<file path="config.mk">
export PLATFORM = sky130hd
export DESIGN_NAME = alu_seq_flat
export DESIGN_NICKNAME = d
export VERILOG_FILES = /design/src/rtl/alu_pkg.sv /design/src/rtl/alu_seq_if.sv /design/src/rtl/alu_mul_iter.sv /design/src/rtl/alu_seq.sv /design/src/flat_wrapper.sv
export SDC_FILE = /design/constraint.sdc
export NUM_CORES = 1
export LEC_CHECK = 0
export CAP_MARGIN = 40
export CORE_ASPECT_RATIO = 0.75
export CORE_MARGIN = 1
export CORE_UTILIZATION = 30
export CTS_BUF_LIST = sky130_fd_sc_hd__clkbuf_2 sky130_fd_sc_hd__clkbuf_4 sky130_fd_sc_hd__clkbuf_8
export CTS_CLUSTER_SIZE = 40
export DETAILED_ROUTE_END_ITERATION = 10
export PLACE_DENSITY_LB_ADDON = 0.2
export SYNTH_ARGS = -nofsm -noshare
export SYNTH_HDL_FRONTEND = slang
export SYNTH_HIERARCHICAL = 1
export SYNTH_SLANG_ARGS = --single-unit
export TNS_END_PERCENT = 5
</file>
<file path="constraint.sdc">
create_clock -name clk -period 3.04 [get_ports clk]
set_clock_uncertainty 0.2 [all_clocks]
set_input_delay 0.456 -clock clk [delete_from_list [all_inputs] [get_ports clk]]
set_output_delay 0.456 -clock clk [all_outputs]
set_load 0.03 [all_outputs]
</file>
<file path="src/rtl/alu_pkg.sv">
// Shared opcode map, FSM state encoding and flag bundle for the sequential ALU.
package alu_pkg;

   localparam logic [3:0] ALU_ADD  = 4'b0000;
   localparam logic [3:0] ALU_SUB  = 4'b0001;
   localparam logic [3:0] ALU_NOT  = 4'b0010;
   localparam logic [3:0] ALU_AND  = 4'b0011;
   localparam logic [3:0] ALU_OR   = 4'b0100;
   localparam logic [3:0] ALU_XOR  = 4'b0101;
   localparam logic [3:0] ALU_SLTU = 4'b0110;
   localparam logic [3:0] ALU_EQ   = 4'b0111;
   localparam logic [3:0] ALU_SLT  = 4'b1000;
   localparam logic [3:0] ALU_SLL  = 4'b1001;
   localparam logic [3:0] ALU_SRL  = 4'b1010;
   localparam logic [3:0] ALU_SRA  = 4'b1011;
   localparam logic [3:0] ALU_MUL  = 4'b1100;

   typedef enum logic [1:0] {
      IDLE = 2'd0,
      BUSY = 2'd1,
      DONE = 2'd2
   } state_t;

   typedef struct packed {
      logic carry;
      logic overflow;
      logic zero;
      logic negative;
      logic illegal;
   } flags_t;

endpackage

</file>
<file path="src/rtl/alu_seq_if.sv">
// Operand/opcode request channel and result/flags response channel of alu_seq.
interface alu_seq_if #(parameter int unsigned WIDTH = 8);

   logic             in_valid;
   logic             in_ready;
   logic [3:0]       in_func;
   logic [WIDTH-1:0] in_a;
   logic [WIDTH-1:0] in_b;
   logic             out_valid;
   logic             out_ready;
   logic [WIDTH-1:0] out_result;
   logic             out_carry;
   logic             out_overflow;
   logic             out_zero;
   logic             out_negative;
   logic             out_illegal;

   modport master (
      output in_valid, in_func, in_a, in_b, out_ready,
      input  in_ready, out_valid, out_result,
             out_carry, out_overflow, out_zero, out_negative, out_illegal
   );

   modport slave (
      input  in_valid, in_func, in_a, in_b, out_ready,
      output in_ready, out_valid, out_result,
             out_carry, out_overflow, out_zero, out_negative, out_illegal
   );

endinterface

</file>
<file path="src/rtl/alu_mul_iter.sv">
// Iterative shift-add unsigned multiplier, one multiplier bit per cycle.
// Built only when ALU_MUL_EN is defined.
module alu_mul_iter #(
   parameter int unsigned WIDTH = 8
) (
   input  logic             clk,
   input  logic             rst,
   input  logic             start,
   input  logic [WIDTH-1:0] a,
   input  logic [WIDTH-1:0] b,
   output logic             busy,
   output logic             done,
   output logic [WIDTH-1:0] prod_lo,
   output logic             prod_hi_nz
);

   localparam int unsigned CW = $clog2(WIDTH);
   localparam logic [CW-1:0] LAST = CW'(WIDTH - 1);

   logic [CW-1:0]        cnt_q, cnt_d;
   logic                 busy_q, busy_d;
   logic [2*WIDTH-1:0]   acc_q, acc_d, mcand_q, mcand_d, step;
   logic [WIDTH-1:0]     mplier_q, mplier_d;

   // The final partial product is folded in combinationally so the
   // product is ready in the same cycle done is raised.
   always_comb begin
      step       = acc_q + (mplier_q[0] ? mcand_q : '0);
      done       = busy_q && (cnt_q == LAST);
      busy       = busy_q;
      prod_lo    = step[WIDTH-1:0];
      prod_hi_nz = |step[2*WIDTH-1:WIDTH];

      cnt_d    = cnt_q;
      busy_d   = busy_q;
      acc_d    = acc_q;
      mcand_d  = mcand_q;
      mplier_d = mplier_q;
      if (start) begin
         busy_d   = 1'b1;
         cnt_d    = '0;
         acc_d    = '0;
         mcand_d  = {{WIDTH{1'b0}}, a};
         mplier_d = b;
      end else if (busy_q) begin
         acc_d    = step;
         mcand_d  = mcand_q << 1;
         mplier_d = mplier_q >> 1;
         cnt_d    = cnt_q + CW'(1);
         if (done) busy_d = 1'b0;
      end
   end

   always_ff @(posedge clk or posedge rst) begin
      if (rst) begin
         cnt_q    <= '0;
         busy_q   <= 1'b0;
         acc_q    <= '0;
         mcand_q  <= '0;
         mplier_q <= '0;
      end else begin
         cnt_q    <= cnt_d;
         busy_q   <= busy_d;
         acc_q    <= acc_d;
         mcand_q  <= mcand_d;
         mplier_q <= mplier_d;
      end
   end

endmodule

</file>
<file path="src/rtl/alu_seq.sv">
// Handshaked, registered ALU with optional iterative multiplier.
// ALU_MUL_EN defined: opcode 1100 multiplies; undefined: 1100 is illegal.
module alu_seq
   import alu_pkg::*;
#(
   parameter int unsigned WIDTH = 8
) (
   input  logic      clk,
   input  logic      rst,
   alu_seq_if.slave  bus
);

   localparam int unsigned SHW = $clog2(WIDTH);

   state_t           state_q, state_d;
   logic [WIDTH-1:0] res_q, res_d, alu_res;
   flags_t           flags_q, flags_d, alu_fl;
   logic             in_ready, accept, is_mul;
   logic [WIDTH:0]   sum, diff;
   logic [SHW-1:0]   sh;

`ifdef ALU_MUL_EN
   logic             mul_busy, mul_done, mul_hi_nz;
   logic [WIDTH-1:0] mul_lo;

   alu_mul_iter #(.WIDTH(WIDTH)) u_mul (
      .clk       (clk),
      .rst       (rst),
      .start     (accept && is_mul),
      .a         (bus.in_a),
      .b         (bus.in_b),
      .busy      (mul_busy),
      .done      (mul_done),
      .prod_lo   (mul_lo),
      .prod_hi_nz(mul_hi_nz)
   );

   assign is_mul = (bus.in_func == ALU_MUL);
`else
   assign is_mul = 1'b0;
`endif

   assign accept = bus.in_valid && in_ready;

   // Single-cycle datapath
   always_comb begin
      sum     = {1'b0, bus.in_a} + {1'b0, bus.in_b};
      diff    = {1'b0, bus.in_a} - {1'b0, bus.in_b};
      sh      = bus.in_b[SHW-1:0];
      alu_res = '0;
      alu_fl  = '0;
      case (bus.in_func)
         ALU_ADD: begin
            alu_res         = sum[WIDTH-1:0];
            alu_fl.carry    = sum[WIDTH];
            alu_fl.overflow = (bus.in_a[WIDTH-1] == bus.in_b[WIDTH-1]) &&
                              (sum[WIDTH-1] != bus.in_a[WIDTH-1]);
         end
         ALU_SUB: begin
            alu_res         = diff[WIDTH-1:0];
            alu_fl.carry    = diff[WIDTH];
            alu_fl.overflow = (bus.in_a[WIDTH-1] != bus.in_b[WIDTH-1]) &&
                              (diff[WIDTH-1] != bus.in_a[WIDTH-1]);
         end
         ALU_NOT:  alu_res = ~bus.in_a;
         ALU_AND:  alu_res = bus.in_a & bus.in_b;
         ALU_OR:   alu_res = bus.in_a | bus.in_b;
         ALU_XOR:  alu_res = bus.in_a ^ bus.in_b;
         ALU_SLTU: alu_res[0] = (bus.in_a < bus.in_b);
         ALU_EQ:   alu_res[0] = (bus.in_a == bus.in_b);
         ALU_SLT:  alu_res[0] = ($signed(bus.in_a) < $signed(bus.in_b));
         ALU_SLL:  alu_res = bus.in_a << sh;
         ALU_SRL:  alu_res = bus.in_a >> sh;
         ALU_SRA:  alu_res = $signed(bus.in_a) >>> sh;
         default:  alu_fl.illegal = 1'b1;
      endcase
      alu_fl.zero     = (alu_res == '0);
      alu_fl.negative = alu_res[WIDTH-1];
   end

   always_comb begin
      res_d   = res_q;
      flags_d = flags_q;
      if (accept && !is_mul) begin
         res_d   = alu_res;
         flags_d = alu_fl;
      end
`ifdef ALU_MUL_EN
      else if (state_q == BUSY && mul_done) begin
         res_d            = mul_lo;
         flags_d          = '0;
         flags_d.carry    = mul_hi_nz;
         flags_d.zero     = (mul_lo == '0);
         flags_d.negative = mul_lo[WIDTH-1];
      end
`endif
   end

   always_ff @(posedge clk or posedge rst) begin
      if (rst) begin
         state_q <= IDLE;
         res_q   <= '0;
         flags_q <= '0;
      end else begin
         state_q <= state_d;
         res_q   <= res_d;
         flags_q <= flags_d;
      end
   end

   always_comb begin
      state_d = state_q;
      case (state_q)
         IDLE: if (accept) state_d = is_mul ? BUSY : DONE;
`ifdef ALU_MUL_EN
         BUSY: begin
            if (mul_done)      state_d = DONE;
            else if (!mul_busy) state_d = IDLE;
         end
`else
         BUSY: state_d = IDLE;
`endif
         DONE: begin
            if (bus.out_ready)
               state_d = accept ? (is_mul ? BUSY : DONE) : IDLE;
         end
         default: state_d = IDLE;
      endcase
   end

   always_comb begin
      in_ready         = !rst && ((state_q == IDLE) ||
                                  (state_q == DONE && bus.out_ready));
      bus.in_ready     = in_ready;
      bus.out_valid    = (state_q == DONE);
      bus.out_result   = res_q;
      bus.out_carry    = flags_q.carry;
      bus.out_overflow = flags_q.overflow;
      bus.out_zero     = flags_q.zero;
      bus.out_negative = flags_q.negative;
      bus.out_illegal  = flags_q.illegal;
   end

endmodule
</file>
<file path="src/flat_wrapper.sv">
// flat-port wrapper written by rule: the top's interface ports become plain ports
module alu_seq_flat import alu_pkg::*;
#(
   parameter int unsigned WIDTH = 8
)
  (clk, rst, bus_in_valid, bus_in_func, bus_in_a, bus_in_b, bus_out_ready, bus_in_ready, bus_out_valid, bus_out_result, bus_out_carry, bus_out_overflow, bus_out_zero, bus_out_negative, bus_out_illegal);
  alu_seq_if #(.WIDTH(WIDTH)) bus_i ();
  input  logic clk;
  input  logic rst;
  input wire logic [$bits(bus_i.in_valid)-1:0] bus_in_valid;
  input wire logic [$bits(bus_i.in_func)-1:0] bus_in_func;
  input wire logic [$bits(bus_i.in_a)-1:0] bus_in_a;
  input wire logic [$bits(bus_i.in_b)-1:0] bus_in_b;
  input wire logic [$bits(bus_i.out_ready)-1:0] bus_out_ready;
  output wire logic [$bits(bus_i.in_ready)-1:0] bus_in_ready;
  output wire logic [$bits(bus_i.out_valid)-1:0] bus_out_valid;
  output wire logic [$bits(bus_i.out_result)-1:0] bus_out_result;
  output wire logic [$bits(bus_i.out_carry)-1:0] bus_out_carry;
  output wire logic [$bits(bus_i.out_overflow)-1:0] bus_out_overflow;
  output wire logic [$bits(bus_i.out_zero)-1:0] bus_out_zero;
  output wire logic [$bits(bus_i.out_negative)-1:0] bus_out_negative;
  output wire logic [$bits(bus_i.out_illegal)-1:0] bus_out_illegal;
  assign bus_i.in_valid = bus_in_valid;
  assign bus_i.in_func = bus_in_func;
  assign bus_i.in_a = bus_in_a;
  assign bus_i.in_b = bus_in_b;
  assign bus_i.out_ready = bus_out_ready;
  assign bus_in_ready = bus_i.in_ready;
  assign bus_out_valid = bus_i.out_valid;
  assign bus_out_result = bus_i.out_result;
  assign bus_out_carry = bus_i.out_carry;
  assign bus_out_overflow = bus_i.out_overflow;
  assign bus_out_zero = bus_i.out_zero;
  assign bus_out_negative = bus_i.out_negative;
  assign bus_out_illegal = bus_i.out_illegal;
  alu_seq #(.WIDTH(WIDTH)) u_core (.clk(clk), .rst(rst), .bus(bus_i));
endmodule
</file>
==> qor.yml, run 1 <==
timing:
  finalHoldViolations: 0
  setup_viol: 0
  finalHoldWorstSlack_ns: 0.216
  tightestPinTransition_ns: 0.452
  layout_min_cycle_time_ns: 2.95
  maxSlewViolCount: 0
  setup_tns_ns: 0
  finalCritPeriodShare_pct: 97.1
  fmax_ghz: 0.339
  relSlewSlack_pct: 69.6
global_routing:
  grt_pass1_vias: 2685
  grt_overflow: 0
  top_usage_layer: "met1"
  grt_use_met3_pct: 1.54
  grt_usage_pct: 20.4
  grt.met1_usage_pct: 32.4
  use_met2_pct: 31.0
  antenna_found_initial: 0
  grt_max_degree: 22
  grt_pass1_wl_um: 13800
drt:
  vias_per_cell: 5.34
  wirelength_um: 8720
  firstDrtPassIters: 5
  wl_per_cell_um: 16.6
  drc: 0
  vias: 2806
  drtAntennaViolNets: 0
  drt-initial-drc-count: 223
min_path:
  min_path_type: "primary input to asynchronous set/reset pin"
cells_and_area:
  fin_area_um2: 3900
  area_delta_synth_final_pct: 57.4
  fillers: 777
  antenna_cells: 0
  layout-drive-gt1-share_pct: 36.9
  multiInputGateArea_um2: 2130
  seqCellArea_um2: 325
  fin_cells: 525
  final_nets: 472
pwr:
  peakVddDrop_uv: 191
  cellPowerDensity_nw_per_um2: 275
  power_uw: 1070
  cellLeakagePower_uw: 0.00174
yosys:
  synth_area_um2: 2480
  yosys-top-cells-area: "dfrtp_1, ha_1, mux4_2, a21oi_1, inv_1"
  synth-edff-count: 0
  yosys-top-cells-count: "inv_1, nand2_1, ha_1"
  ys.warnings.count: 6
  synthMuxAreaShare_pct: 12.4
  async_flop_share_pct: 100
  synth_top_area_cell: "dfrtp_1"
  synth_top_family_by_area: "compound AO/OA/AOI/OAI gates"
  postSynthCellCount: 303
  synth_top_area_share_pct: 13.1
  ys.flop_type: "dfrtp_1"
  seq_area_frac_synth_pct: 13.1
  synth_seq_cells: 13
  synth-xor-area-share_pct: 1.06
  synthAdderAreaFrac_pct: 14.2
  syn_nets: 354
  synth-compound-area-share_pct: 27.6
  yosysUniqueCellTypes: 72
  synth_area_per_cell_um2: 8.17
  yosys.area_share.simple_pct: 22.3
place:
  numPortBuffers: 38
  place_area_um2: 3550
  post-place-cells: 512
  gp_congestion: 0.941
  hpwl_um: 7100
outcome:
  status: "completed"
clock_tree:
  cts_root_buf: "clkbuf_8"
  clock_sinks: 13
  clock_path_buffers: 2
  cts.clk_slew.worst_paths_ns: 0.05
  cts_hold_buf: 0
  cts_made_buffers: 3
  clkLatencyLatePin_ns: 0.23
  htreeDepth: 1
  cts_tree: "done"
floorplan:
  rows: 28
  dieArea_um2: 8630
  chipHeight_um: 80.7
  die_w_um: 107
  start_util_pct: 31.1
  core_area_um2: 7950
  io_pins: 39
worst_setup_path:
  cp_max_fo: 2
  cp.required_ns: 2.96
  r2r_slack_ns: 1.02
  cp.buffers_inverters: 3
  crit_chain: "clkdlybuf4s50_1 -> inv_1 -> ha_1 -> or4_4 -> buf_4 -> o32ai_1 -> a221oi_1 -> o211ai_1 -> and4b_1 -> a32o_2"
  crit_family: "simple AND/OR/NAND/NOR gates"
  worstPathArrival_ns: 2.88
  setup.worst_path.start_class: "primary input"
  r2r_start: "u_core/state_q[1]"
  reg2reg_to: "u_core/bus.out_zero"
  reg2reg_depth: 8
  slowest_delay_ns: 0.57
  cp-end-kind: "flip-flop"
  crit_slowest_cell: "or4_4"
  critical_path_class: "primary input to flip-flop"
  cp_num_cells: 10
flow_run:
  cap_violations: 0
==> cell usage in the layout (no fill, tap or decap), types with 3 or more instances in the layout <==
cell type | netlist | routed
mux2i_1 | 3 | 3
nand3_1 | 5 | 4
inv_2 | 0 | 6
o22ai_1 | 4 | 4
o31ai_1 | 4 | 4
a221oi_1 | 4 | 3
nor2b_1 | 4 | 3
nor3_1 | 7 | 5
nand4_1 | 3 | 3
clkbuf_8 | 0 | 3
o2111a_1 | 3 | 3
nand2_1 | 26 | 26
ha_4 | 0 | 6
dlygate4sd2_1 | 0 | 3
a21o_1 | 3 | 3
ha_1 | 25 | 17
nand2b_1 | 13 | 13
xnor2_1 | 3 | 3
clkdlybuf4s50_1 | 0 | 28
o21ai_0 | 14 | 14
o211ai_1 | 8 | 8
nor4_2 | 2 | 3
buf_4 | 1 | 95
o21ai_1 | 3 | 3
dlymetal6s2s_1 | 0 | 7
dfrtp_1 | 13 | 13
mux2_2 | 3 | 3
a211oi_1 | 3 | 3
mux4_2 | 9 | 9
nor2_1 | 16 | 16
a21oi_1 | 21 | 20
inv_1 | 26 | 20
==> power breakdown <==
group	internal (uW)	switching, uW
clock	101	57.1
sequential	202	15.5
combinational	345	351
==> cell type report <==
type	instances	share of cell area (%)
inverter	26	2.50
timing repair buffer	136	29.7
multi-input combinational	241	54.8
clock buffer	4	1.25
tap	105	3.37
sequential	13	8.35
==> metal layers <==
layer	routed length [um]	share of wire (%)
met1	4390	50
met2	3750	43
met3	568	6.5
met4	8	0.092
met5	0	0
==> state kept, by name, indices dropped and copies added, names as in the netlist <==
name / cells
u_core/bus.out_result: 8
u_core/bus.out_zero: 1
u_core/state_q: 1
u_core/bus.out_illegal: 1
u_core/bus.out_carry: 1
u_core/bus.out_overflow: 1
==> worst max path at each step <==
stage	start	to	slack, ns
after global routing	bus_in_b[0]	u_core/bus.out_zero	-0.007
after detailed placement	bus_in_a[0]	u_core/bus.out_zero	-0.56
after CTS	bus_in_a[2]	u_core/bus.out_zero	0.004
final	bus_in_a[6]	u_core/bus.out_zero	0.09
after global placement	bus_in_a[0]	u_core/bus.out_zero	-0.47
after floorplan	bus_in_a[0]	u_core/bus.out_zero	0.13
==> timing repair <==
item                                    4_1_cts  5_1_grt
cloned                                        0        0
buffers inserted                              8        1
resized for setup                            22       30
endpoints found under the setup margin        3        4
pin swaps                                    13       17
==> metrics by stage <==
step	utilization [%]	setup slack (ns)
6_report	49.0	0.0867
2_1_floorplan	-	0.134
4_1_cts	47.4	0.00357
3_5_place_dp	44.7	-0.557
3_3_place_gp	44.7	-0.474
5_1_grt	49.0	-0.00700
==> logic make-up after synthesis <==
logic type / Yosys count
fa+ha+maj: 27
simple gates: 97
xor+xnor: 3
flops: 13
mux: 18
compound gates: 96
buf+inv: 49
Power figures use the tool's default switching activity.
==> run 2: changes to the inputs <==
- CORE_MARGIN: 1 -> 3
==> run 2 against run 1 <==
Compared with the run above: worst hold slack worse by 0.018 ns; global-route usage is 2.1 points lower; die area is 8.9% higher; critical endpoint unchanged.
==> qor.yml, run 2 (synthesis gave the netlist of run 1 again) <==
clock_tree:
  clock_sinks: 13  # unchanged
  clkLatencyLatePin_ns: 0.24  # was 0.23 ns
  cts_tree: "done"  # unchanged
  cts_root_buf: "clkbuf_8"  # unchanged
  cts_hold_buf: 0  # unchanged
  cts.clk_slew.worst_paths_ns: 0.05  # about the same
  htreeDepth: 1  # unchanged
  cts_made_buffers: 3  # unchanged
  clock_path_buffers: 2  # unchanged
place:
  post-place-cells: 513  # was 512
  numPortBuffers: 38  # unchanged
  gp_congestion: 0.939  # was 0.941
  hpwl_um: 7030  # was 7100 um
timing:
  maxSlewViolCount: 0  # unchanged
  relSlewSlack_pct: 67.0  # was 69.6%
  finalHoldViolations: 0  # unchanged
  tightestPinTransition_ns: 0.491  # was 0.452 ns
  finalHoldWorstSlack_ns: 0.198  # was 0.216 ns
  setup_tns_ns: 0  # unchanged
  setup_viol: 0  # unchanged
  layout_min_cycle_time_ns: 2.99  # was 2.95 ns
  finalCritPeriodShare_pct: 98.2  # was 97.1%
  fmax_ghz: 0.335  # was 0.339 GHz
drt:
  vias: 2850  # was 2806
  wl_per_cell_um: 16.5  # was 16.6 um
  drtAntennaViolNets: 0  # unchanged
  drc: 0  # unchanged
  vias_per_cell: 5.41  # was 5.34
  wirelength_um: 8700  # was 8720 um
  firstDrtPassIters: 4  # was 5
  drt-initial-drc-count: 168  # was 223
cells_and_area:
  area_delta_synth_final_pct: 57.3  # was 57.4%
  final_common_cell: "buf_4"  # unchanged
  antenna_cells: 0  # unchanged
  final_nets: 474  # was 472
  mostFrequentLayoutCells: "buf_4, clkdlybuf4s50_1, nand2_1, inv_1"  # was buf_4, clkdlybuf4s50_1, nand2_1, inv_1, a21oi_1
  largest_reg_flops: 8  # unchanged
  layout-drive-gt1-share_pct: 36.7  # was 36.9%
  fin_cells: 527  # was 525
worst_setup_path:
  cp.required_ns: 3.02  # was 2.96 ns
  setup.worst_path.start_class: "primary input"  # unchanged
  critical_path_class: "primary input to flip-flop"  # unchanged
  worstPathArrival_ns: 2.97  # was 2.88 ns
  cp-end-kind: "flip-flop"  # unchanged
  cp_max_fo: 11  # was 2
flow_run:
  cap_violations: 0  # unchanged
floorplan:
  rows: 28  # unchanged
  die_w_um: 111  # was 107 um
  io_pins: 39  # unchanged
  start_util_pct: 31.1  # unchanged
  chipHeight_um: 84.7  # was 80.7 um
  core_area_um2: 7950  # unchanged
  dieArea_um2: 9390  # was 8630 um2
global_routing:
  grt_pass1_wl_um: 14000  # was 13800 um
  grt_pass1_vias: 2702  # was 2685
  grt_usage_pct: 18.3  # was 20.4%
  antenna_found_initial: 0  # unchanged
  grt_overflow: 0  # unchanged
  grt_max_degree: 23  # was 22
pwr:
  cellPowerDensity_nw_per_um2: 277  # was 275 nW/um2
  peakVddDrop_uv: 224  # was 191 uV
  cellLeakagePower_uw: 0.00172  # was 0.00174 uW
outcome:
  status: "completed"  # unchanged
min_path:
  min_path_type: "primary input to asynchronous set/reset pin"  # unchanged
## run 2: final timing paths
path | to | from | cells past startpoint | slack (ns)
max | u_core/bus.out_zero | bus_in_a[3] | 9 | 0.05
max reg2reg | u_core/bus.out_zero | u_core/state_q[1] | 8 | 0.93
min reg2reg | u_core/bus.out_result[3] | u_core/bus.out_result[3] | 2 | 0.27
min | u_core/state_q[1] | rst | 2 | 0.20
max in group asynchronous | u_core/bus.out_result[1] | rst | 3 | 2.07
min in group clk | u_core/bus.out_result[3] | u_core/bus.out_result[3] | 2 | 0.27
## run 2: metrics by stage
stage	total power (uW)	setup WS [ns]	utilization [%]	instance area (um2)
6_report	1080	0.0546	49.0	3890
5_1_grt	1150	-0.00104	49.0	3890
4_1_cts	1050	0.00441	46.9	3730
3_5_place_dp	845	-0.552	44.6	3550
3_3_place_gp	842	-0.481	44.6	3550
2_1_floorplan	555	0.134	-	2480
## run 2: report_power, final
| part | internal [uW] | total (uW) | switching (uW) | leakage, uW |
|---|---|---|---|---|
| Clock | 102 | 163 | 61.3 | 0.0000262 |
| Combinational | 348 | 699 | 351 | 0.00153 |
| Sequential | 202 | 217 | 15.3 | 0.000165 |
## run 2: layer usage
metal	routed length, um	vias up	GRT usage, %
li1	-	1375	-
met1	4450	1373	29.3
met2	3540	94	25.3
met3	629	8	3.53
met4	76	0	2.68
met5	0	-	0
## run 2: worst max-delay path, cell delays in order
cell	delay, ns
clkdlybuf4s50_1	0.45
buf_4	0.20
mux4_2	0.50
a221oi_2	0.33
a21oi_2	0.10
nor4_4	0.33
and4_1	0.24
and4b_1	0.20
a32o_2	0.17
## run 2: cell type report
class | instances | area (um2)
fill | 755 | 4060
multi-input combinational | 241 | 2130
timing repair buffer | 138 | 1160
sequential | 13 | 325
tap | 105 | 131
inverter | 26 | 97.6
clock buffer | 4 | 48.8
## run 2: repair_timing
item / in CTS / in global routing
buffers inserted: 6 / 4
pin swaps: 13 / 11
endpoints found under the setup margin: 3 / 6
gates cloned: 0 / 0
resized for setup: 22 / 25
